**config.mk**
```make
export PLATFORM = sky130hd
export DESIGN_NAME = digit_entry_ctrl
export DESIGN_NICKNAME = d
export VERILOG_FILES = /design/src/rtl/digit_entry_ctrl.sv
export SDC_FILE = /design/constraint.sdc
export NUM_CORES = 1
export LEC_CHECK = 0
export ABC_AREA = 1
export BUFFER_PORTS_ARGS = -buffer_cell sky130_fd_sc_hd__buf_2
export CAP_MARGIN = 20
export CORE_MARGIN = 2
export CORE_UTILIZATION = 60
export CTS_BUF_LIST = sky130_fd_sc_hd__clkbuf_8
export DETAILED_ROUTE_END_ITERATION = 16
export PLACE_DENSITY = 0.88
export SLEW_MARGIN = 25
export SYNTH_ARGS = -nofsm -noshare
export SYNTH_HDL_FRONTEND = slang
export SYNTH_SLANG_ARGS = --single-unit
```
**constraint.sdc**
```tcl
create_clock -name clk -period 5.55 [get_ports clk]
set_input_delay 0 -clock clk [delete_from_list [all_inputs] [get_ports clk]]
set_output_delay 0 -clock clk [all_outputs]
set_load 0.05 [all_outputs]
```
**src/rtl/digit_entry_ctrl.sv**
```systemverilog
// digit_entry_ctrl: 4-digit BCD operand entry from board switches/buttons.
// Raw buttons are synchronised and debounced. A press/hold/auto-repeat FSM
// edits the switch-selected digit. A commit press hands the value to the
// core over a valid/ready handshake.
//
// Build option: define DIGIT_WRAP_EN to make digit steps wrap modulo 10
// (9+1 -> 0, 0-1 -> 9). Without it, steps saturate at 9 and at 0.
//
// FSM states:
//   state    | meaning
//   ---------+-----------------------------------------------------------
//   S_IDLE   | waiting for a clean single inc/dec press on a one-hot sw
//   S_HOLD   | first step done, counting REPEAT_DELAY while act is held
//   S_REPEAT | auto-repeat, one step every REPEAT_PERIOD cycles
module digit_entry_ctrl #(
   parameter logic [15:0] DEBOUNCE_CYCLES = 16'd50000,
   parameter logic [23:0] REPEAT_DELAY    = 24'd25000000,
   parameter logic [23:0] REPEAT_PERIOD   = 24'd5000000
) (
   input  logic        clk,
   input  logic        rst,
   input  logic [3:0]  sw,
   input  logic        btn_inc,
   input  logic        btn_dec,
   input  logic        btn_commit,
   output logic [15:0] digits,
   output logic [15:0] val_data,
   output logic        val_valid,
   input  logic        val_ready
);

   localparam int B_INC = 0;
   localparam int B_DEC = 1;
   localparam int B_COM = 2;

   typedef enum logic [1:0] {
      S_IDLE   = 2'd0,
      S_HOLD   = 2'd1,
      S_REPEAT = 2'd2
   } state_t;

   logic [2:0]  btn_raw;
   logic [2:0]  sync1_q, sync2_q;
   logic [2:0]  lvl_q, lvl_prev_q;
   logic [15:0] db_cnt_q [3];
   logic [2:0]  press;

   state_t      state_q;
   logic [23:0] hold_cnt_q;
   logic        act_dec_q;
   logic [3:0]  sw_lat_q;
   logic [15:0] digits_q, digits_d;
   logic [15:0] val_data_q;
   logic        val_valid_q;

   logic        sw_onehot;
   logic        act_lvl, oth_lvl;
   logic        abort;
   logic        start;
   logic        step_en;
   logic        step_dec;
   logic [3:0]  step_sel;

   assign btn_raw = {btn_commit, btn_dec, btn_inc};

   // One BCD digit step; wrap or saturate depending on the build option.
   function automatic logic [3:0] step_digit(input logic [3:0] d, input logic dn);
      logic [3:0] r;
`ifdef DIGIT_WRAP_EN
      if (dn) r = (d == 4'd0) ? 4'd9 : d - 4'd1;
      else    r = (d >= 4'd9) ? 4'd0 : d + 4'd1;
`else
      if (dn) r = (d == 4'd0) ? 4'd0 : d - 4'd1;
      else    r = (d >= 4'd9) ? 4'd9 : d + 4'd1;
`endif
      return r;
   endfunction

   // Two-flop synchronisers for the raw buttons.
   always_ff @(posedge clk) begin
      if (rst) begin
         sync1_q <= 3'b000;
         sync2_q <= 3'b000;
      end else begin
         sync1_q <= btn_raw;
         sync2_q <= sync1_q;
      end
   end

   // Debouncers: level flips after DEBOUNCE_CYCLES consecutive differing samples.
   always_ff @(posedge clk) begin
      if (rst) begin
         lvl_q      <= 3'b000;
         lvl_prev_q <= 3'b000;
         for (int i = 0; i < 3; i++) db_cnt_q[i] <= 16'd0;
      end else begin
         lvl_prev_q <= lvl_q;
         for (int i = 0; i < 3; i++) begin
            if (sync2_q[i] == lvl_q[i]) begin
               db_cnt_q[i] <= 16'd0;
            end else if (db_cnt_q[i] == DEBOUNCE_CYCLES - 16'd1) begin
               lvl_q[i]    <= ~lvl_q[i];
               db_cnt_q[i] <= 16'd0;
            end else begin
               db_cnt_q[i] <= db_cnt_q[i] + 16'd1;
            end
         end
      end
   end

   assign press = lvl_q & ~lvl_prev_q;

   // Entry, abort and step decisions for the edit FSM.
   always_comb begin
      sw_onehot = (sw != 4'd0) && ((sw & (sw - 4'd1)) == 4'd0);
      act_lvl   = act_dec_q ? lvl_q[B_DEC] : lvl_q[B_INC];
      oth_lvl   = act_dec_q ? lvl_q[B_INC] : lvl_q[B_DEC];
      // The other button was low on entry, so seeing it high means it rose.
      abort     = !act_lvl || oth_lvl || (sw != sw_lat_q);
      start     = (press[B_INC] ^ press[B_DEC]) &&
                  !(press[B_INC] ? lvl_q[B_DEC] : lvl_q[B_INC]) &&
                  sw_onehot;
      step_en   = 1'b0;
      step_dec  = act_dec_q;
      step_sel  = sw_lat_q;
      case (state_q)
         S_IDLE: begin
            if (start) begin
               step_en  = 1'b1;
               step_dec = press[B_DEC];
               step_sel = sw;
            end
         end
         S_HOLD: begin
            if (!abort && (hold_cnt_q == REPEAT_DELAY - 24'd1)) step_en = 1'b1;
         end
         S_REPEAT: begin
            if (!abort && (hold_cnt_q == REPEAT_PERIOD - 24'd1)) step_en = 1'b1;
         end
         default: begin
            step_en = 1'b0;
         end
      endcase
   end

   // Next digit value: only the selected digit may change.
   always_comb begin
      digits_d = digits_q;
      for (int i = 0; i < 4; i++) begin
         if (step_en && step_sel[i])
            digits_d[4*i +: 4] = step_digit(digits_q[4*i +: 4], step_dec);
      end
   end

   // Edit FSM with hold/repeat counter and registered digit value.
   always_ff @(posedge clk) begin
      if (rst) begin
         state_q    <= S_IDLE;
         hold_cnt_q <= 24'd0;
         act_dec_q  <= 1'b0;
         sw_lat_q   <= 4'd0;
         digits_q   <= 16'd0;
      end else begin
         digits_q <= digits_d;
         case (state_q)
            S_IDLE: begin
               if (start) begin
                  state_q    <= S_HOLD;
                  hold_cnt_q <= 24'd0;
                  act_dec_q  <= press[B_DEC];
                  sw_lat_q   <= sw;
               end
            end
            S_HOLD: begin
               if (abort) begin
                  state_q <= S_IDLE;
               end else if (hold_cnt_q == REPEAT_DELAY - 24'd1) begin
                  state_q    <= S_REPEAT;
                  hold_cnt_q <= 24'd0;
               end else begin
                  hold_cnt_q <= hold_cnt_q + 24'd1;
               end
            end
            S_REPEAT: begin
               if (abort) begin
                  state_q <= S_IDLE;
               end else if (hold_cnt_q == REPEAT_PERIOD - 24'd1) begin
                  hold_cnt_q <= 24'd0;
               end else begin
                  hold_cnt_q <= hold_cnt_q + 24'd1;
               end
            end
            default: begin
               state_q <= S_IDLE;
            end
         endcase
      end
   end

   // Commit handshake: capture the value landing this edge, hold until ready.
   always_ff @(posedge clk) begin
      if (rst) begin
         val_data_q  <= 16'd0;
         val_valid_q <= 1'b0;
      end else if (!val_valid_q) begin
         if (press[B_COM]) begin
            val_data_q  <= digits_d;
            val_valid_q <= 1'b1;
         end
      end else if (val_ready) begin
         val_valid_q <= 1'b0;
      end
   end

   assign digits    = digits_q;
   assign val_data  = val_data_q;
   assign val_valid = val_valid_q;

endmodule

```
==> impl_metrics.tcl <==
set metrics [dict create \
    start_kind "register" \
    p_leak_uw 0.00354 \
    cts.hold.buffers_added 4 \
    cts.sinks 124 \
    cts_buffers 17 \
    avgSynthCellArea_um2 7.36 \
    clk_latency_ns 0.47 \
    hp-start "sw[2]" \
    timing.final.crit_share_pct 44.5 \
    die-width_um 114 \
    synthFlopType "dfxtp_1" \
    n_antenna_cell 0 \
    r2r_slack_ns 3.08 \
    slew_headroom_pct 47.2 \
    yosysUniqueCellTypes 39 \
    dpl.cell_count 1197 \
    drive_above_1_share_pct 9.48 \
    io_buffers 42 \
    grt.overflow.total 0 \
    fp.dieH_um 114 \
    met2_usage_pct 43.3 \
    power_density_nw_per_um2 260 \
    first_iter_violations 380 \
    track_usage_pct 25.1 \
    tns_ns 0 \
    use_met1_pct 31.1 \
    nets 1107 \
    r2r_start "hold_cnt_q[0]$_SDFFE_PP0P_" \
    initial_core_util_pct 60.8 \
    dieArea_um2 13000 \
    area.growth.synth_to_final_pct 12.7 \
    synth_area_leader_cell "dfxtp_1" \
    antenna_found_initial 0 \
    arrival_ns 2.83 \
    maxSlewViolCount 0 \
    synth_seq_area_share_pct 40.9 \
    cts_buffer_depth 2 \
    h-tree-depth 4 \
    cts_tree "built" \
    hold_violations 0 \
    setup_violations 0 \
    worstPathMaxFanout 20 \
    rsz0062_at_grt "no" \
    wirelength_mm 15.4 \
    dpl.hpwl_mm 10.9 \
    core_um2 11900 \
    placement_rows 40 \
    syn-cell-area_um2 7240 \
    synth_edf_count 48 \
    via_count 6616 \
    endpoint_kind "register" \
    drtAntennaViolNets 0 \
    drt_first_pass_iters 5 \
    async_reset_ff_share_pct 0 \
    synth_seq_cells 124 \
    grt_pass1_wl_mm 26.6 \
    fmax_ghz 0.405 \
    ys_warn_count 0 \
    synthCells 984 \
    instances_no_fill 1233 \
    hp-class "primary input to register" \
    maxCapViolations 0 \
    synth_top_cells_by_count "196 x nand2_1, 144 x inv_1, 116 x nor2_1, 86 x nand3_1, 76 x dfxtp_1" \
    path_class "register to register" \
    max_slew.worst_pin.slew_ns 0.791 \
    drcViolationCount 0 \
    fin_skew_ns 0.0108 \
    clk_pin_slew_worst_paths_ns 0.08 \
    met3_usage_pct 5.21 \
    status "completed" \
    ioPinCount 43 \
    first_global_vias 6184 \
    critPathRequiredTime_ns 5.92 \
    routabilityCongestion 0.943 \
    synth_top_area_share_pct 21.0 \
    grt_max_degree 36 \
    synth.area.top_cells "dfxtp_1 21%, edfxtp_1 20%, nand2_1 10%" \
    p_total_uw 2120 \
    yosysMostFrequentCell "nand2_1" \
    avgRoutedWirePerCell_um 12.5 \
    cts_resized 0 \
    top_usage_layer "met2" \
    startpoint "hold_cnt_q[0]$_SDFFE_PP0P_" \
    layout_min_cycle_time_ns 2.47 \
    postCtsSetupBuffers 0 \
    vias_per_cell 5.37 \
    ir_worst_vdd_mv 0.196 \
    clockRootBuffer "clkbuf_8" \
]
==> through the flow <==
stage	setup slack, ns	instance area (um2)	hold WS [ns]	utilization [%]
after floorplan	3.58	7420	0.107	-
after global placement	3.17	7690	0.203	64.6
after CTS	3.10	8160	0.0103	68.5
after detailed placement	3.12	7690	0.212	64.6
after global routing	2.82	8160	0.0390	68.5
final	3.08	8160	0.0306	68.5
==> power by group <==
part           switching [uW]  internal (uW)
logic                     193           70.4
clock network             400            466
registers                21.1            970
==> registers in the layout (all words and copies together), names as in the netlist <==
signal / count
lvl_prev_q: 3
db_cnt_q: 48
hold_cnt_q: 24
act_dec_q: 1
sync1_q: 3
state_q: 2
val_data: 16
digits: 16
sw_lat_q: 4
sync2_q: 3
val_valid: 1
lvl_q: 3
==> critical path: stages, from the launching register on <==
cell      delay [ns]
dfxtp_1         0.41
ha_1            0.19
nand3_1         0.16
nor2_4          0.18
nand2_1         0.09
o21bai_1        0.15
nand3_1         0.08
nand2_1         0.57
nand3_2         0.20
nand2_1         0.14
nand3_1         0.09
nand2_1         0.08
inv_1           0.03
==> per-layer routing <==
layer,up-vias,wire length (um)
li1,3402,-
met1,3018,6980
met2,170,7410
met3,26,691
met4,0,289
met5,-,0
==> area by class of cell <==
cell class,instances,area (um2)
Multi-Input combinational cell,735,3770
Fill cell,960,3750
Clock inverter,14,183
Clock buffer,18,248
Timing Repair Buffer,47,258
Tap cell,147,184
Inverter,148,556
Sequential cell,124,2960
==> logic make-up (layout without fill, tap and decap cells) <==
logic type | Yosys count | count (layout) | share of synthesized area (%)
compound gates | 146 | 146 | 11.9
xor+xnor | 18 | 18 | 2.18
simple gates | 499 | 499 | 31.3
fa+ha+maj | 24 | 24 | 4.15
flops | 124 | 124 | 40.9
buf+inv | 172 | 227 | 9.50
other cells | 1 | 48 | 0.0518
==> cell usage in the layout (no fill, tap or decap), drive strengths merged, types with 2 or more instances in the layout <==
master and n:
nor3b 6, a21oi 55, edfxtp 48, a31oi 10
nor2 121, conb 48, o211ai 2, xnor2 3
dfxtp 76, clkinv 3, o31ai 4, o21a 29
clkbuf 18, nand2 199, nand4 32, o21ai 39
nand3b 4, ha 24, nor3 32, or2 4
inv 155, a211oi 5, dlygate4sd3 4, xor2 15
nor4 10, nand3 91, bufinv 3, buf 43
==> worst paths after layout <==
path                                                  end  cells past startpoint
worst max-delay path            val_data[11]$_SDFFE_PP0P_                     12
worst min-delay path               sw_lat_q[2]$_SDFF_PP0_                      5
worst max register to register  val_data[11]$_SDFFE_PP0P_                     12
worst min register to register      sync2_q[1]$_SDFF_PP0_                      2
Note: power is estimated with default switching activity, not from simulation.
